--- config.mk ---
export PLATFORM = sky130hd
export DESIGN_NAME = alu_op_scheduler_flat
export DESIGN_NICKNAME = d
export VERILOG_FILES = /design/src/rtl/alu_op_scheduler_if.sv /design/src/rtl/alu_op_scheduler.sv /design/src/flat_wrapper.sv
export SDC_FILE = /design/constraint.sdc
export NUM_CORES = 1
export LEC_CHECK = 0
export ABC_CLOCK_PERIOD_IN_PS = 4300
export CAP_MARGIN = 10
export CORE_ASPECT_RATIO = 0.75
export CORE_MARGIN = 10
export CORE_UTILIZATION = 50
export CTS_BUF_LIST = sky130_fd_sc_hd__clkbuf_2 sky130_fd_sc_hd__clkbuf_4 sky130_fd_sc_hd__clkbuf_8
export CTS_CLUSTER_DIAMETER = 50
export DETAILED_ROUTE_END_ITERATION = 8
export DONT_BUFFER_PORTS = 1
export PLACE_DENSITY_LB_ADDON = 0.08
export SETUP_SLACK_MARGIN = 0.02
export SYNTH_ARGS = -nofsm -noshare
export SYNTH_HDL_FRONTEND = slang
export SYNTH_SLANG_ARGS = --single-unit
--- constraint.sdc ---
create_clock -name clk -period 4.3 [get_ports clk]
set_input_delay 0.43 -clock clk [delete_from_list [all_inputs] [get_ports clk]]
set_output_delay 0.43 -clock clk [all_outputs]
set_load 0.01 [all_outputs]
--- src/rtl/alu_op_scheduler_if.sv ---
// Bundle of requester, arithmetic-unit and response signals around alu_op_scheduler.
// Handshakes: a request transfers on req_valid[i] & req_ready[i]; a response transfers on rsp_valid & rsp_ready.
interface alu_op_scheduler_if #(
    parameter int NUM_REQ = 4,
    parameter int DATA_W  = 16
) ();
    localparam int ID_W = (NUM_REQ > 1) ? $clog2(NUM_REQ) : 1;

    logic [NUM_REQ-1:0]        req_valid;
    logic [2*NUM_REQ-1:0]      req_opc;
    logic [DATA_W*NUM_REQ-1:0] req_a;
    logic [DATA_W*NUM_REQ-1:0] req_b;
    logic [NUM_REQ-1:0]        req_ready;
    logic                      unit_start;
    logic [1:0]                unit_opc;
    logic [DATA_W-1:0]         unit_a;
    logic [DATA_W-1:0]         unit_b;
    logic                      unit_done;
    logic [2*DATA_W-1:0]       unit_result;
    logic                      rsp_valid;
    logic [ID_W-1:0]           rsp_id;
    logic [2*DATA_W-1:0]       rsp_result;
    logic                      rsp_err;
    logic                      rsp_ready;
    logic                      busy;

    modport slave (
        input  req_valid, req_opc, req_a, req_b, unit_done, unit_result, rsp_ready,
        output req_ready, unit_start, unit_opc, unit_a, unit_b,
        output rsp_valid, rsp_id, rsp_result, rsp_err, busy
    );

    modport master (
        output req_valid, req_opc, req_a, req_b, unit_done, unit_result, rsp_ready,
        input  req_ready, unit_start, unit_opc, unit_a, unit_b,
        input  rsp_valid, rsp_id, rsp_result, rsp_err, busy
    );
endinterface

--- src/rtl/alu_op_scheduler.sv ---
// Round-robin scheduler sharing one iterative arithmetic unit among NUM_REQ requesters,
// with one operation in flight, a done/timeout wait and a tagged response.
module alu_op_scheduler #(
    parameter int NUM_REQ = 4,
    parameter int DATA_W  = 16,
    parameter int TIMEOUT = 64
) (
    input  logic                   clk,
    input  logic                   rst,
    alu_op_scheduler_if.slave      bus,
    output logic [1:0]             dbg_state
);
    localparam int ID_W  = (NUM_REQ > 1) ? $clog2(NUM_REQ) : 1;
    localparam int CNT_W = $clog2(TIMEOUT) + 1;

    typedef enum logic [1:0] {
        IDLE  = 2'd0,
        ISSUE = 2'd1,
        WAIT  = 2'd2,
        RESP  = 2'd3
    } state_e;

    state_e              state_q, state_d;
    logic [ID_W-1:0]     rr_ptr_q, rr_ptr_d;
    logic [ID_W-1:0]     id_q, id_d;
    logic [1:0]          opc_q, opc_d;
    logic [DATA_W-1:0]   a_q, a_d;
    logic [DATA_W-1:0]   b_q, b_d;
    logic [CNT_W-1:0]    cnt_q, cnt_d;
    logic [2*DATA_W-1:0] result_q, result_d;
    logic                err_q, err_d;

    logic                found;
    logic [ID_W-1:0]     winner;
    logic [1:0]          win_opc;

    // First valid requester at or after rr_ptr, wrapping modulo NUM_REQ.
    always_comb begin : arbitrate
        found  = 1'b0;
        winner = '0;
        for (int k = 0; k < NUM_REQ; k++) begin
            if (!found && bus.req_valid[(int'(rr_ptr_q) + k) % NUM_REQ]) begin
                found  = 1'b1;
                winner = ID_W'((int'(rr_ptr_q) + k) % NUM_REQ);
            end
        end
        win_opc = bus.req_opc[2*int'(winner) +: 2];
    end

    always_comb begin : next_state
        state_d       = state_q;
        rr_ptr_d      = rr_ptr_q;
        id_d          = id_q;
        opc_d         = opc_q;
        a_d           = a_q;
        b_d           = b_q;
        cnt_d         = cnt_q;
        result_d      = result_q;
        err_d         = err_q;
        bus.req_ready = '0;
        unique case (state_q)
            IDLE: begin
                if (found && !rst) begin
                    bus.req_ready[winner] = 1'b1;
                    id_d     = winner;
                    opc_d    = win_opc;
                    a_d      = bus.req_a[int'(winner)*DATA_W +: DATA_W];
                    b_d      = bus.req_b[int'(winner)*DATA_W +: DATA_W];
                    rr_ptr_d = ID_W'((int'(winner) + 1) % NUM_REQ);
                    result_d = '0;
                    // Reserved opcode is answered directly without touching the unit.
                    if (win_opc == 2'b11) begin
                        err_d   = 1'b1;
                        state_d = RESP;
                    end else begin
                        err_d   = 1'b0;
                        state_d = ISSUE;
                    end
                end
            end
            ISSUE: begin
                cnt_d   = '0;
                state_d = WAIT;
            end
            WAIT: begin
                if (bus.unit_done) begin
                    result_d = bus.unit_result;
                    err_d    = 1'b0;
                    state_d  = RESP;
                end else if (cnt_q == CNT_W'(TIMEOUT - 1)) begin
                    result_d = '0;
                    err_d    = 1'b1;
                    state_d  = RESP;
                end else begin
                    cnt_d = cnt_q + 1'b1;
                end
            end
            RESP: begin
                if (bus.rsp_ready) state_d = IDLE;
            end
            default: state_d = IDLE;
        endcase
    end

    always_ff @(posedge clk) begin
        if (rst) begin
            state_q  <= IDLE;
            rr_ptr_q <= '0;
            id_q     <= '0;
            opc_q    <= '0;
            a_q      <= '0;
            b_q      <= '0;
            cnt_q    <= '0;
            result_q <= '0;
            err_q    <= 1'b0;
        end else begin
            state_q  <= state_d;
            rr_ptr_q <= rr_ptr_d;
            id_q     <= id_d;
            opc_q    <= opc_d;
            a_q      <= a_d;
            b_q      <= b_d;
            cnt_q    <= cnt_d;
            result_q <= result_d;
            err_q    <= err_d;
        end
    end

    assign bus.unit_start = (state_q == ISSUE);
    assign bus.unit_opc   = opc_q;
    assign bus.unit_a     = a_q;
    assign bus.unit_b     = b_q;
    assign bus.rsp_valid  = (state_q == RESP);
    assign bus.rsp_id     = (state_q == RESP) ? id_q : '0;
    assign bus.rsp_result = (state_q == RESP) ? result_q : '0;
    assign bus.rsp_err    = (state_q == RESP) ? err_q : 1'b0;
    assign bus.busy       = (state_q != IDLE);
    assign dbg_state      = state_q;
endmodule

--- src/flat_wrapper.sv ---
// flat-port wrapper written by rule: the top's interface ports become plain ports
module alu_op_scheduler_flat 
#(
    parameter int NUM_REQ = 4,
    parameter int DATA_W  = 16,
    parameter int TIMEOUT = 64
)
  (clk, rst, dbg_state, bus_req_valid, bus_req_opc, bus_req_a, bus_req_b, bus_unit_done, bus_unit_result, bus_rsp_ready, bus_req_ready, bus_unit_start, bus_unit_opc, bus_unit_a, bus_unit_b, bus_rsp_valid, bus_rsp_id, bus_rsp_result, bus_rsp_err, bus_busy);
  alu_op_scheduler_if #(.NUM_REQ(NUM_REQ), .DATA_W(DATA_W)) bus_i ();
  input  logic clk;
  input  logic rst;
  output logic [1:0] dbg_state;
  input wire logic [$bits(bus_i.req_valid)-1:0] bus_req_valid;
  input wire logic [$bits(bus_i.req_opc)-1:0] bus_req_opc;
  input wire logic [$bits(bus_i.req_a)-1:0] bus_req_a;
  input wire logic [$bits(bus_i.req_b)-1:0] bus_req_b;
  input wire logic [$bits(bus_i.unit_done)-1:0] bus_unit_done;
  input wire logic [$bits(bus_i.unit_result)-1:0] bus_unit_result;
  input wire logic [$bits(bus_i.rsp_ready)-1:0] bus_rsp_ready;
  output wire logic [$bits(bus_i.req_ready)-1:0] bus_req_ready;
  output wire logic [$bits(bus_i.unit_start)-1:0] bus_unit_start;
  output wire logic [$bits(bus_i.unit_opc)-1:0] bus_unit_opc;
  output wire logic [$bits(bus_i.unit_a)-1:0] bus_unit_a;
  output wire logic [$bits(bus_i.unit_b)-1:0] bus_unit_b;
  output wire logic [$bits(bus_i.rsp_valid)-1:0] bus_rsp_valid;
  output wire logic [$bits(bus_i.rsp_id)-1:0] bus_rsp_id;
  output wire logic [$bits(bus_i.rsp_result)-1:0] bus_rsp_result;
  output wire logic [$bits(bus_i.rsp_err)-1:0] bus_rsp_err;
  output wire logic [$bits(bus_i.busy)-1:0] bus_busy;
  assign bus_i.req_valid = bus_req_valid;
  assign bus_i.req_opc = bus_req_opc;
  assign bus_i.req_a = bus_req_a;
  assign bus_i.req_b = bus_req_b;
  assign bus_i.unit_done = bus_unit_done;
  assign bus_i.unit_result = bus_unit_result;
  assign bus_i.rsp_ready = bus_rsp_ready;
  assign bus_req_ready = bus_i.req_ready;
  assign bus_unit_start = bus_i.unit_start;
  assign bus_unit_opc = bus_i.unit_opc;
  assign bus_unit_a = bus_i.unit_a;
  assign bus_unit_b = bus_i.unit_b;
  assign bus_rsp_valid = bus_i.rsp_valid;
  assign bus_rsp_id = bus_i.rsp_id;
  assign bus_rsp_result = bus_i.rsp_result;
  assign bus_rsp_err = bus_i.rsp_err;
  assign bus_busy = bus_i.busy;
  alu_op_scheduler #(.NUM_REQ(NUM_REQ), .DATA_W(DATA_W), .TIMEOUT(TIMEOUT)) u_core (.clk(clk), .rst(rst), .bus(bus_i), .dbg_state(dbg_state));
endmodule
==> impl_metrics.csv, run 1 <==
group,metric,value,unit
pwr,vdd.ir_drop.worst,259.0,µV
global_routing,met1_usage,0.2344,
global_routing,global_route.usage.met2,0.3644,
timing,tns,0,ns
logic_synthesis,avgSynthCellArea,7.764,µm²
floorplan,top_level_ports,254,
min_path,min-delay-path-class,"in2reg",
placement,pre_cts_slack,1.301,ns
setup_path,worst_setup_path_startpoint,"u_core.dbg_state[1]$_SDFFE_PP0P_",
cts,clock-root-buffer,"clkbuf_8",
setup_path,timing.critical_path.cells,"inv_1 > ha_1 > inv_1 > or3_2 > o21ai_0 > and2_1 > nand3_1 > a21oi_1",
setup_path,cpMaxStageDelayCell,"and2_1",
run,cap_viol_max_count,0,
finish,mostFrequentLayoutCell,"nand2_1",
cts,ctsHoldBuffers,0,
setup_path,crit_type,"reg2reg",
timing,grt_setup_unrepaired,"no",
cts,clock_latency,0.35,ns
logic_synthesis,ys_ff_latch,80,
placement,hpwl_after_detailed_placement,11.36,mm
logic_synthesis,ys_types,43,
finish,finish.net_count,710,
timing,timing_max_transition_violations_final,0,
cts,tritoncts.num_buffers,9,
setup_path,cp-end-kind,"register",
setup_path,data_required_critical_path,4.58,ns
pwr,power,2471,µW
finish,post_route_cells_drive_above_1_share,0.05618,
setup_path,path_max_fanout,33,
logic_synthesis,ys_async_sr_fraction,0,
setup_path,r2r_start,"u_core.dbg_state[1]$_SDFFE_PP0P_",
cts,cts.sinks,80,
detailed_routing,antenna_violating_nets_post_route,0,
setup_path,crit_end,"u_core.result_q[31]$_SDFFE_PP0P_",
timing,final_critical_path_setup_slack,1.298,ns
setup_path,critical_path.reg2reg.endpoint,"u_core.result_q[31]$_SDFFE_PP0P_",
floorplan,initial_core_utilization,0.5190,
setup_path,worst_r2r_path_depth,8,
detailed_routing,drc,0,
placement,gpl.final_weighted_congestion,0.7892,
global_routing,globalRouteOverflowTotal,0,
finish,area_growth,2.544,%
detailed_routing,drt_iter0_markers,254,
logic_synthesis,netlist_area,4425,µm²
global_routing,met3_usage,0.1263,
detailed_routing,route.detailed.wl_per_inst,23.83,µm
logic_synthesis,synthesis.nets,751,
timing,setup_viol,0,
global_routing,top_usage_layer,"met2",
floorplan,chipHeight,101.5,µm
setup_path,slowest_delay,0.99,ns
cts,cts.repair.resized,0,
run_status,outcome,"finished clean",
cts,longest_clk_path_bufs,2,
timing,timing.final.crit_share,0.6980,
setup_path,path_buf_inv,2,
finish,final_util,0.5322,
pwr,power_density,544.6,nW/µm²
timing,final_hold_viol_count,0,
detailed_routing,postRouteWirelength,15.37,mm
timing,tightestPinTransition,1.194,ns
global_routing,initial_antenna_violation_count,3,
floorplan,row_count,29,
logic_synthesis,synthFlopType,"dfxtp_1",
timing,maxClockFrequency,333.2,MHz
timing,post_route_clock_skew,0.008928,ns
logic_synthesis,number_of_warnings_issued_by_yosys,0,
detailed_routing,viasPerCell,6.388,
logic_synthesis,synth_seq_area_share,0.3619,
setup_path,critical_path_cell_count,8,
global_routing,pin_count_of_the_biggest_net_entering_global_routing,74,
floorplan,die_area,13050,µm²
cts,clkSlewWorstSetupHoldPaths,0.08,ns
setup_path,critical_path.most_common_cell,"inv_1",
detailed_routing,vias,4120,
setup_path,arrival,3.29,ns
floorplan,core_area,8527,µm²
timing,final.min_clock_period,3.002,ns
pwr,leakage,0.001659,µW
detailed_routing,drt_first_pass_iters,4,
floorplan,die_w,128.6,µm
setup_path,ff2ff_setup_slack,1.30,ns
global_routing,via_count_of_the_first_global_routing_pass,3966,
timing,slew_headroom,0.2039,
setup_path,worst_path_dominant_cell_family,"simple AND/OR/NAND/NOR gates",
global_routing,global_route_wire_length_before_repair,22.53,mm
finish,num-fill-cells,846,
logic_synthesis,edff_count_synth,0,
cts,h_tree_depth,3,
finish,mostFrequentLayoutCells,"nand2_1, dfxtp_1, a21oi_1",
global_routing,grt_usage,0.2172,
placement,io_buffers,0,
setup_path,critPathLaunchType,"register",
cts,tritoncts,"built",
cts,post-cts-setup-buffers,0,
logic_synthesis,post_synth_inst_count,570,
## report_power, final
part / internal, µW / leakage, µW / switching, µW
combinational: 286 / 0.000919 / 556
sequential: 915 / 0.000655 / 213
clock: 230 / 0.0000848 / 272
total: 1430 / 0.00166 / 1040
## how the worst min path moves through the flow
stage,startpoint,endpoint,cells after the start
finish,rst,u_core.result_q[13]$_SDFFE_PP0P_,1
global route,rst,u_core.result_q[11]$_SDFFE_PP0P_,1
CTS,rst,u_core.result_q[13]$_SDFFE_PP0P_,1
detailed placement,u_core.result_q[13]$_SDFFE_PP0P_,u_core.result_q[13]$_SDFFE_PP0P_,2
global placement,u_core.result_q[6]$_SDFFE_PP0P_,u_core.result_q[6]$_SDFFE_PP0P_,2
floorplan,u_core.result_q[0]$_SDFFE_PP0P_,u_core.result_q[0]$_SDFFE_PP0P_,2
## cells in the mapped netlist, types with 3 or more instances
master / count / share of area
a211o_1: 3 / 0.0059
a211oi_1: 32 / 0.054
a21oi_1: 39 / 0.044
a311oi_1: 32 / 0.063
a31o_1: 32 / 0.063
and2_1: 37 / 0.052
and3_1: 34 / 0.048
buf_2: 7 / 0.0079
buf_4: 4 / 0.0068
buf_6: 4 / 0.010
clkbuf_1: 39 / 0.033
dfxtp_1: 80 / 0.36
ha_1: 5 / 0.014
inv_1: 6 / 0.0051
nand2_1: 115 / 0.098
nand3_1: 38 / 0.043
nand4_1: 3 / 0.0042
nor2_1: 17 / 0.014
nor2b_1: 5 / 0.0071
nor3_1: 5 / 0.0057
o21ai_0: 4 / 0.0045
xor2_1: 4 / 0.0079
## logic make-up after synthesis
family          count (synthesis)  share of synthesized area
simple gates                  263                     0.2887
mux                             1                   0.003392
compound gates                154                     0.2584
fa+ha+maj                       5                    0.01414
buf+inv                        63                    0.06559
flops                          80                     0.3619
xor+xnor                        4                   0.007915
## stage by stage
stage	hold WS, ns	instance area [µm²]	std cells
2_1_floorplan	0.4273	4425	570
3_3_place_gp	0.4276	4325	625
3_5_place_dp	0.4322	4325	625
4_1_cts	0.1124	4503	641
5_1_grt	0.1031	4538	645
6_report	0.1411	4538	645
## cell type report
| class | instances | area [µm²] | share of cell area |
|---|---|---|---|
| multi-input cells | 427 | 2540 | 0.5597 |
| clock inverters | 5 | 32.53 | 0.007168 |
| diodes | 3 | 7.507 | 0.001654 |
| clock buffers | 11 | 145.1 | 0.03198 |
| repair buffers | 4 | 50.05 | 0.01103 |
| inverters | 7 | 26.28 | 0.005790 |
| well taps | 108 | 135.1 | 0.02978 |
| flip-flops and latches | 80 | 1602 | 0.3529 |
## flip-flops by register name (all words and copies together), names as in the netlist
register,count
u_core.result_q,32
u_core.err_q,1
u_core.bus.unit_b,16
u_core.cnt_q,7
u_core.rr_ptr_q,2
u_core.dbg_state,2
u_core.bus.unit_a,16
u_core.id_q,2
u_core.bus.unit_opc,2
## routing by layer
metal	vias to the layer above	share of wire
li1	1975	-
met1	1961	0.38
met2	174	0.49
met3	10	0.12
met4	0	0.0096
met5	-	0
Power figures use the tool's default switching activity.
==> run 2: changes to the inputs <==
--- a/config.mk
+++ b/config.mk
@@ -5,7 +5,7 @@
 export SDC_FILE = /design/constraint.sdc
 export NUM_CORES = 1
 export LEC_CHECK = 0
-export ABC_CLOCK_PERIOD_IN_PS = 4300
+export ABC_CLOCK_PERIOD_IN_PS = 3050
 export CAP_MARGIN = 10
 export CORE_ASPECT_RATIO = 0.75
 export CORE_MARGIN = 10
==> constraint.sdc (replaced) <==
create_clock -name clk -period 3.05 [get_ports clk]
set_input_delay 0.305 -clock clk [delete_from_list [all_inputs] [get_ports clk]]
set_output_delay 0.305 -clock clk [all_outputs]
set_load 0.01 [all_outputs]
==> run 2 against run 1 <==
Against the previous run: first-iteration DRC count grew 17%; cell count grew 1.1%; critical path depth shrank 2; non-clock buffer count grew 10; utilization grew 1.2 points; flip-flop and latch count is the same; count of clock-buffer cells in the layout grew 1; total power grew 44%; global-route usage grew 0.61 points; setup slack lost 1.1 ns; critical path type is now reg2out.
==> impl_metrics.csv, run 2 (synthesized netlist as in run 1, its figures left out) <==
group,metric,value,unit
min_path,hold-path-endpoint,"u_core.cnt_q[6]$_SDFFE_PP0P_",
finish,finish.net_count,720,
detailed_routing,route.detailed.wl_per_inst,23.59,µm
timing,final_hold_viol_count,0,
setup_path,slowest_delay,0.51,ns
setup_path,ff2ff_setup_slack,0.52,ns
finish,mostFrequentLayoutCell,"nand2_1",
floorplan,die_area,13050,µm²
setup_path,data_required_critical_path,2.74,ns
cts,cts.sinks,80,
cts,clock_latency,0.36,ns
cts,tritoncts,"built",
timing,final.min_clock_period,2.806,ns
global_routing,pin_count_of_the_biggest_net_entering_global_routing,74,
global_routing,global_route_wire_length_before_repair,23.45,mm
timing,setup_viol,0,
timing,post_route_clock_skew,0.01097,ns
setup_path,worst_r2r_path_depth,7,
pwr,leakage,0.001721,µW
min_path,hold_path_startpoint,"rst",
run_status,outcome,"finished clean",
global_routing,grt_usage,0.2233,
finish,register_area,1602,µm²
setup_path,critical_path.reg2reg.endpoint,"u_core.bus.unit_a[1]$_SDFFE_PP0P_",
finish,final_util,0.5439,
placement,gpl.final_weighted_congestion,0.8080,
min_path,hold_path_depth,1,
finish,largest_register_ffs,32,
global_routing,initial_antenna_violation_count,0,
finish,regMostFlops,"u_core.result_q",
placement,pre_cts_slack,0.5178,ns
setup_path,cpMaxStageDelayCell,"or3_2",
cts,ctsHoldBuffers,2,
floorplan,die_w,128.6,µm
pwr,vdd.ir_drop.worst,437.8,µV
timing,timing.final.crit_share,0.9199,
setup_path,critical_path.most_common_cell,"inv_1",
detailed_routing,antenna_violating_nets_post_route,0,
timing,grt_setup_unrepaired,"no",
finish,mostFrequentLayoutCells,"nand2_1, dfxtp_1, a21oi_1",
run,cap_viol_max_count,0,
placement,hpwl_after_detailed_placement,11.40,mm
cts,clock-root-buffer,"clkbuf_8",
floorplan,chipHeight,101.5,µm
cts,clkSlewWorstSetupHoldPaths,0.08,ns
timing,slew_headroom,0.5121,
timing,final_critical_path_setup_slack,0.2444,ns
setup_path,timing.critical_path.cells,"inv_1 > ha_1 > inv_1 > or3_2 > buf_4 > nor3_1",
finish,num_antenna_cells,0,
detailed_routing,drt_iter0_markers,297,
cts,post-cts-setup-buffers,0,
floorplan,core_area,8527,µm²
setup_path,arrival,2.50,ns
setup_path,path_max_fanout,73,
placement,io_buffers,0,
detailed_routing,drt_first_pass_iters,5,
detailed_routing,drc,0,
timing,timing_max_transition_violations_final,0,
floorplan,top_level_ports,254,
timing,tightestPinTransition,0.7318,ns
setup_path,cp-end-kind,"output port",
detailed_routing,postRouteWirelength,15.38,mm
finish,num-fill-cells,879,
timing,maxClockFrequency,356.4,MHz
detailed_routing,viasPerCell,6.465,
setup_path,critPathLaunchType,"register",
global_routing,globalRouteOverflowTotal,0,
timing,tns,0,ns
floorplan,row_count,29,
detailed_routing,vias,4215,
cts,cts.repair.resized,0,
setup_path,r2r_start,"u_core.rr_ptr_q[0]$_SDFFE_PP0P_",
finish,area_growth,4.806,%
finish,post_route_cells_drive_above_1_share,0.06985,
cts,h_tree_depth,3,
floorplan,initial_core_utilization,0.5190,
pwr,power_density,767.8,nW/µm²
finish,multi_input_gate_area,2540,µm²
cts,longest_clk_path_bufs,2,
global_routing,via_count_of_the_first_global_routing_pass,4145,
min_path,min-delay-path-class,"in2reg",
setup_path,crit_type,"reg2out",
cts,tritoncts.num_buffers,9,
run 2: changes by cell type in the layout (fill, tap and decap cells not counted), moves of 2 or more:
cell,change
diode_2,-3
buf_4,+6
dlygate4sd3_1,+2
buf_12,+3
run 2: cell type report:
cell class              count  share of cell area
well taps                 108             0.02913
clock buffers              12             0.03426
clock inverters             4            0.006204
repair buffers             14             0.03183
multi-input cells         427              0.5476
flip-flops and latches     80              0.3453
inverters                   7            0.005665
run 2: worst max-delay path, delay by kind of cell (launching register included):
kind / cells / cell delay [ns]
flops: 1 / 0.40
buf+inv: 3 / 0.61
simple gates: 2 / 0.91
fa+ha+maj: 1 / 0.20
run 2: where the power goes:
group,switching (µW),internal [µW]
clock,389,349
combinational,791,441
sequential,301,1290
total,1480,2080
run 2: stage by stage:
step	instance area (µm²)	power [µW]	hold WS, ns	cells
2_1_floorplan	4425	2535	0.4273	570
3_3_place_gp	4410	2798	0.3790	633
3_5_place_dp	4410	2837	0.3814	633
4_1_cts	4628	3589	0.0002958	651
5_1_grt	4638	3803	0.01218	652
6_report	4638	3561	0.02626	652
run 2: layer usage:
| metal | global-route usage | vias up | part of all wire |
|---|---|---|---|
| met4 | 0.06149 | 0 | 0.017 |
| met2 | 0.3742 | 202 | 0.49 |
| met1 | 0.2459 | 1989 | 0.36 |
| met3 | 0.1138 | 22 | 0.13 |
| met5 | 0 | - | 0 |
| li1 | - | 2002 | - |
run 2: worst max path at each step:
stage | startpoint | endpoint | cells past startpoint
2_1_floorplan | bus_req_valid[2] | bus_req_ready[1] | 7
3_3_place_gp | bus_req_valid[2] | u_core.err_q$_SDFFE_PP0P_ | 7
3_5_place_dp | bus_req_valid[2] | u_core.bus.unit_a[1]$_SDFFE_PP0P_ | 7
4_1_cts | u_core.dbg_state[0]$_SDFFE_PP0P_ | bus_req_ready[3] | 6
5_1_grt | u_core.dbg_state[0]$_SDFFE_PP0P_ | bus_req_ready[3] | 6
6_report | u_core.dbg_state[0]$_SDFFE_PP0P_ | bus_req_ready[3] | 6
